[src/rtl/snow64_ext_mem_bridge_pkg.sv]
// Shared types for the CPU-to-external-memory line bridge: CPU port field types,
// bridge FSM states and the narrow external bus bundles.
package snow64_ext_mem_bridge_pkg;

    localparam int LAR_DATA_WIDTH_DFLT = 256;
    localparam int CPU_ADDR_WIDTH_DFLT = 64;
    localparam int BEAT_WIDTH_DFLT     = 64;
    localparam int NUM_BEATS_DFLT      = LAR_DATA_WIDTH_DFLT / BEAT_WIDTH_DFLT;
    localparam int LINE_OFFSET_BITS    = 5;

    typedef enum logic {
        ExtDataAccRead  = 1'b0,
        ExtDataAccWrite = 1'b1
    } ext_data_access_type_e;

    typedef logic [CPU_ADDR_WIDTH_DFLT-1:0] cpu_addr_t;
    typedef logic [LAR_DATA_WIDTH_DFLT-1:0] lar_data_t;

    typedef enum logic {
        StIdle = 1'b0,
        StXfer = 1'b1
    } state_t;

    typedef logic [$clog2(NUM_BEATS_DFLT)-1:0] beat_idx_t;

    typedef struct packed {
        logic                       req;
        logic                       we;
        cpu_addr_t                  addr;
        logic [BEAT_WIDTH_DFLT-1:0] wdata;
    } partial_port_out_ext_mem_t;

    typedef struct packed {
        logic                       ack;
        logic [BEAT_WIDTH_DFLT-1:0] rdata;
    } partial_port_in_ext_mem_t;

endpackage

[src/rtl/snow64_ext_mem_bridge.sv]
// Serializes one wide CPU line transfer into NUM_BEATS narrow req/ack beats,
// assembling read beats back into a registered line for the CPU.
module snow64_ext_mem_bridge
    import snow64_ext_mem_bridge_pkg::*;
#(
    parameter int LAR_DATA_WIDTH = LAR_DATA_WIDTH_DFLT,
    parameter int CPU_ADDR_WIDTH = CPU_ADDR_WIDTH_DFLT,
    parameter int BEAT_WIDTH     = BEAT_WIDTH_DFLT
) (
    input  logic                      clk,
    input  logic                      rst_n,
    input  logic                      in_cpu_req,
    input  logic                      in_cpu_access_type,
    input  logic [CPU_ADDR_WIDTH-1:0] in_cpu_addr,
    input  logic [LAR_DATA_WIDTH-1:0] in_cpu_data,
    output logic                      out_cpu_busy,
    output logic [LAR_DATA_WIDTH-1:0] out_cpu_data,
    output logic                      out_mem_req,
    output logic                      out_mem_we,
    output logic [CPU_ADDR_WIDTH-1:0] out_mem_addr,
    output logic [BEAT_WIDTH-1:0]     out_mem_wdata,
    input  logic                      in_mem_ack,
    input  logic [BEAT_WIDTH-1:0]     in_mem_rdata
);

    localparam int NUM_BEATS  = LAR_DATA_WIDTH / BEAT_WIDTH;
    localparam int BEAT_IDX_W = $clog2(NUM_BEATS);
    localparam int BYTE_BITS  = $clog2(BEAT_WIDTH / 8);
    localparam int LINE_OFF   = BEAT_IDX_W + BYTE_BITS;
    localparam logic [BEAT_IDX_W-1:0] LAST_BEAT = BEAT_IDX_W'(NUM_BEATS - 1);

    state_t                      state_q, state_d;
    logic [BEAT_IDX_W-1:0]       beat_q, beat_d;
    logic [BEAT_IDX_W-1:0]       beat_nxt;
    logic [LAR_DATA_WIDTH-1:0]   line_q, line_d;
    logic [LAR_DATA_WIDTH-1:0]   cpu_data_q, cpu_data_d;
    logic                        busy_q, busy_d;
    logic                        mem_req_q, mem_req_d;
    logic                        mem_we_q, mem_we_d;
    logic [CPU_ADDR_WIDTH-1:0]   mem_addr_q, mem_addr_d;
    logic [BEAT_WIDTH-1:0]       mem_wdata_q, mem_wdata_d;
    logic                        unused_addr_lsbs;

    // The line offset is discarded; transfers are always whole aligned lines.
    assign unused_addr_lsbs = ^in_cpu_addr[LINE_OFF-1:0];

    function automatic logic [CPU_ADDR_WIDTH-1:0] beat_addr(
        input logic [CPU_ADDR_WIDTH-LINE_OFF-1:0] line_addr,
        input logic [BEAT_IDX_W-1:0]              idx
    );
        return {line_addr, idx, {BYTE_BITS{1'b0}}};
    endfunction

    function automatic logic [BEAT_WIDTH-1:0] beat_slice(
        input logic [LAR_DATA_WIDTH-1:0] line,
        input logic [BEAT_IDX_W-1:0]     idx
    );
        return line[idx*BEAT_WIDTH +: BEAT_WIDTH];
    endfunction

    assign beat_nxt = beat_q + 1'b1;

    // Next-state and next-output computation; bus outputs are registered one beat ahead.
    always_comb begin
        state_d     = state_q;
        beat_d      = beat_q;
        line_d      = line_q;
        cpu_data_d  = cpu_data_q;
        busy_d      = busy_q;
        mem_req_d   = mem_req_q;
        mem_we_d    = mem_we_q;
        mem_addr_d  = mem_addr_q;
        mem_wdata_d = mem_wdata_q;
        case (state_q)
            StIdle: begin
                if (in_cpu_req) begin
                    state_d     = StXfer;
                    beat_d      = '0;
                    line_d      = in_cpu_data;
                    busy_d      = 1'b1;
                    mem_req_d   = 1'b1;
                    mem_we_d    = in_cpu_access_type;
                    mem_addr_d  = beat_addr(in_cpu_addr[CPU_ADDR_WIDTH-1:LINE_OFF], '0);
                    mem_wdata_d = beat_slice(in_cpu_data, '0);
                end else begin
                    state_d = StIdle;
                end
            end
            StXfer: begin
                if (in_mem_ack) begin
                    if (!mem_we_q) begin
                        cpu_data_d[beat_q*BEAT_WIDTH +: BEAT_WIDTH] = in_mem_rdata;
                    end else begin
                        cpu_data_d = cpu_data_q;
                    end
                    if (beat_q == LAST_BEAT) begin
                        state_d     = StIdle;
                        busy_d      = 1'b0;
                        mem_req_d   = 1'b0;
                        mem_we_d    = 1'b0;
                        mem_addr_d  = '0;
                        mem_wdata_d = '0;
                    end else begin
                        beat_d      = beat_nxt;
                        mem_addr_d  = beat_addr(mem_addr_q[CPU_ADDR_WIDTH-1:LINE_OFF], beat_nxt);
                        mem_wdata_d = beat_slice(line_q, beat_nxt);
                    end
                end else begin
                    state_d = StXfer;
                end
            end
            default: begin
                state_d     = StIdle;
                beat_d      = '0;
                busy_d      = 1'b0;
                mem_req_d   = 1'b0;
                mem_we_d    = 1'b0;
                mem_addr_d  = '0;
                mem_wdata_d = '0;
            end
        endcase
    end

    // State and output registers with synchronous active-low reset.
    always_ff @(posedge clk) begin
        if (!rst_n) begin
            state_q     <= StIdle;
            beat_q      <= '0;
            line_q      <= '0;
            cpu_data_q  <= '0;
            busy_q      <= 1'b0;
            mem_req_q   <= 1'b0;
            mem_we_q    <= 1'b0;
            mem_addr_q  <= '0;
            mem_wdata_q <= '0;
        end else begin
            state_q     <= state_d;
            beat_q      <= beat_d;
            line_q      <= line_d;
            cpu_data_q  <= cpu_data_d;
            busy_q      <= busy_d;
            mem_req_q   <= mem_req_d;
            mem_we_q    <= mem_we_d;
            mem_addr_q  <= mem_addr_d;
            mem_wdata_q <= mem_wdata_d;
        end
    end

    assign out_cpu_busy  = busy_q;
    assign out_cpu_data  = cpu_data_q;
    assign out_mem_req   = mem_req_q;
    assign out_mem_we    = mem_we_q;
    assign out_mem_addr  = mem_addr_q;
    assign out_mem_wdata = mem_wdata_q;

endmodule
[config.mk]
export PLATFORM = sky130hd
export DESIGN_NAME = snow64_ext_mem_bridge
export DESIGN_NICKNAME = d
export VERILOG_FILES = /design/src/rtl/snow64_ext_mem_bridge_pkg.sv /design/src/rtl/snow64_ext_mem_bridge.sv
export SDC_FILE = /design/constraint.sdc
export NUM_CORES = 1
export LEC_CHECK = 0
export ABC_CLOCK_PERIOD_IN_PS = 4250
export CORE_AREA = 2 2 302 304
export CTS_BUF_LIST = sky130_fd_sc_hd__clkbuf_4 sky130_fd_sc_hd__clkbuf_8
export CTS_CLUSTER_SIZE = 16
export DETAILED_ROUTE_END_ITERATION = 10
export DIE_AREA = 0 0 304 306
export GPL_ROUTABILITY_DRIVEN = 0
export SYNTH_ARGS = -nofsm -noshare
export SYNTH_HDL_FRONTEND = slang
export SYNTH_SLANG_ARGS = --single-unit
[constraint.sdc]
create_clock -name clk -period 4.25 [get_ports clk]
set_clock_uncertainty 0.1 [all_clocks]
set_input_delay 0.425 -clock clk [delete_from_list [all_inputs] [get_ports clk]]
set_output_delay 0.425 -clock clk [all_outputs]
set_load 0.02 [all_outputs]
==> metrics.md <==
| Metric | Value |
|---|---|
| # port buffers | 767 |
| Power Density | 383.5 nW/um^2 |
| Max-cap violations | 0 |
| Cell count after synthesis | 3,073 |
| Synthesized area | 26,530 sq um |
| Setup Fix Bufs, Post-CTS | 0 |
| Final Cycle Share | 67.77% |
| Post-DRT Antenna Nets | 0 |
| Clock Tree Root | clkbuf_8 |
| Sequential share of the synthesized area | 48.45% |
| Number of distinct library cells after synthesis | 36 |
| Max Slew Vio Count | 0 |
| Hold_buf cts | 0 |
| Crit path from | beat_q[1] |
| Top post-synthesis cells by area | dfxtp_1, nand2_1, a21boi_0 |
| Synth warnings | 0 |
| Final worst setup slack | 1370 ps |
| Clock Sinks | 642 |
| Die H | 306 um |
| Largest net degree at the start of global routing | 229 |
| Syn-to-layout area delta | 40.28% |
| Worst R2R Start | beat_q[1] |
| Crit path time final | 2880 ps |
| Place WS | 1157 ps |
| Worst setup SP type | flop |
| Status | completed |
| Synth top area share | 48.45% |
| Worst slew margin | 25.57% |
| Average vias per placed instance | 4.792 |
| Io pins | 776 |
| Crit. End Element | flop |
| Net Sw Frac | 25.60% |
| Wire per inst | 19.42 um |
| Comb pwr share | 12.4% |
| Crit-path max FO | 51 |
| Via count | 23,910 |
| Leak pwr | 13.03 nW |
| Fillers | 9,019 |
| Overflow after GRT | 0 |
| Hold Vio Cnt, Final | 0 |
| Vias in the first global route | 23,020 |
| Post-Route WL | 96,900 um |
| Worst VDD drop | 0.2518 mV |
| Fmax | 0.3472 GHz |
| Synth Area per Inst | 8.633 sq um |
| Die area | 93,020 sq um |
| CTS H-tree lvls | 3 |
| Hold Crit Class | in -> reg |
| Post-CTS sizing | 0 |
| Post-DP HPWL | 64,850 um |
| Clk slew on worst S/H paths | 70 ps |
| RSZ-0062 raised after global routing | false |
| Drt initial violations | 1,562 |
| Max Buffers Root-to-Sink | 3 |
| Post-route DRC | 0 |
| Initial antenna violation count | 28 |
| Slew @ Worst Pin | 1112 ps |
| Worst Setup Path Type | reg -> reg |
| Hold_sp | in_cpu_data[171] |
| All-layer global routing usage | 20.01% |
| Internal | 10.62 mW |
| Starting density of the core | 29.61% |
| CTS Buf Count | 113 |
| TritonRoute pass-1 iters | 6 |
| Sw Pwr | 3.653 mW |
| #FFs+latches synth | 642 |
| Clock power share | 42.7% |
| Flop pwr share | 44.9% |
| Global-route wire length before repair | 144,800 um |
| Die Wd | 304 um |
| Core footprint | 89,600 sq um |
| Num rows | 110 |
| Layout net count | 4,118 |
| Setup-failing EPs final | 0 |
| Crit path DAT | 3350 ps |
| Clock latency at the later pin of the worst-skew pair | 740 ps |
| CTS tree | yes |
| Dominant cell type by area after synthesis | dfxtp_1 |
| Fraction of layout cells with a size suffix above 1 | 11.39% |
| Critical Path RT | 4720 ps |
| Setup TNS | 0 ps |
-- through the flow --
stage / cells / utilization, % / hold slack (ps) / power (mW) / cell area (sq um)
after global placement: 4784 / 38.83 / 335.6 / 8.305 / 34790
after CTS: 4976 / 41.50 / 36.22 / 14.50 / 37180
final: 4989 / 41.53 / 137.0 / 14.27 / 37210
after detailed placement: 4784 / 38.83 / 341.2 / 8.320 / 34790
after global routing: 4986 / 41.53 / 86.04 / 14.90 / 37210
after floorplan: 3075 / - / 340.0 / 7.400 / 26540
-- registers in the layout, indices dropped and copies added (netlist names) --
signal,count
out_mem_addr,61
line_q,256
out_mem_we,1
state_q,1
out_cpu_data,256
beat_q,2
out_mem_wdata,64
out_mem_req,1
-- layer usage --
metal	track usage [%]	up-vias	routed length, um
met1	22.92	11190	38530
met4	9.302	24	3855
li1	-	11720	-
met5	0	-	169
met2	33.35	780	46050
met3	7.106	198	8288
-- power by group through the flow --
stage	Clock (mW)	Combinational [mW]	Sequential, mW
floorplan	0	0.766	6.63
finish	6.09	1.77	6.41
CTS	6.30	1.79	6.41
global route	6.56	1.92	6.43
global placement	0	1.78	6.53
detailed placement	0	1.79	6.53
-- cells in the mapped netlist, drive strengths merged --
master / n
buf: 157
nand2b: 2
nand2: 904
ha: 6
nand3: 257
a21oi: 4
and2: 5
dfxtp: 642
and3b: 2
mux2i: 1
inv: 2
nor3: 4
conb: 1
nor2b: 66
nor3b: 2
o21ai: 180
mux2: 128
a22oi: 61
clkbuf: 119
nand3b: 1
a21boi: 462
a31oi: 65
nor2: 1
nor4bb: 1
-- cell families (layout without fill, tap and decap cells) --
family,count (synthesis),after routing,synth area share (%)
buffers and inverters,278,1003,5.471
other,1,16,0.01414
adder cells (fa/ha/maj),6,6,0.2830
multiplexers,129,129,5.471
flip-flops,642,642,48.45
AO/OA/AOI/OAI,772,772,20.50
AND/OR/NAND/NOR,1245,1245,19.81
-- critical path: stages, from the launching register on --
cell	delay (ps)
dfxtp_1	490
inv_1	130
ha_1	590
nor3_2	70
buf_4	210
nand3b_4	90
buf_4	710
o21ai_1	160
-- placed cells by master (no fill, tap or decap), types with 2 or more instances in the layout --
master             n
clkbuf_4          36
nor3_4             2
o21ai_2           48
ha_1               6
and2_2             3
clkinvlp_4         2
clkbuf_8         133
buf_4             29
o21ai_1            2
nor2b_1           65
clkinv_2          13
conb_1             3
and2_1             2
nor3b_2            2
bufinv_16          6
mux2_2           128
nand2_1          898
a21oi_1            3
nand3_1          257
nand2_2            6
a31oi_1           65
o21ai_0          130
buf_12            13
diode_2           13
clkdlybuf4s50_1  766
a22oi_1           61
a21boi_0         377
dfxtp_1          641
a21boi_1          85
-- cell type report --
| type | count | area, sq um | area share (%) |
|---|---|---|---|
| Antenna cell | 13 | 32.53 | 0.08742 |
| Sequential cell | 642 | 12860 | 34.55 |
| Timing Repair Buffer | 809 | 8160 | 21.93 |
| Clock buffer | 169 | 2101 | 5.645 |
| Inverter | 2 | 7.507 | 0.02017 |
| Clock inverter | 23 | 292.8 | 0.7867 |
| Multi-Input combinational cell | 2155 | 12290 | 33.03 |
| Tap cell | 1176 | 1471 | 3.954 |
-- final timing paths --
check	to	slack [ps]	depth (start not counted)
max reg2reg	out_cpu_data[251]	1370	7
max	out_cpu_data[251]	1370	7
min reg2reg	out_cpu_data[143]	350	2
min	line_q[171]	140	3
Note: power is estimated with default switching activity, not from simulation.
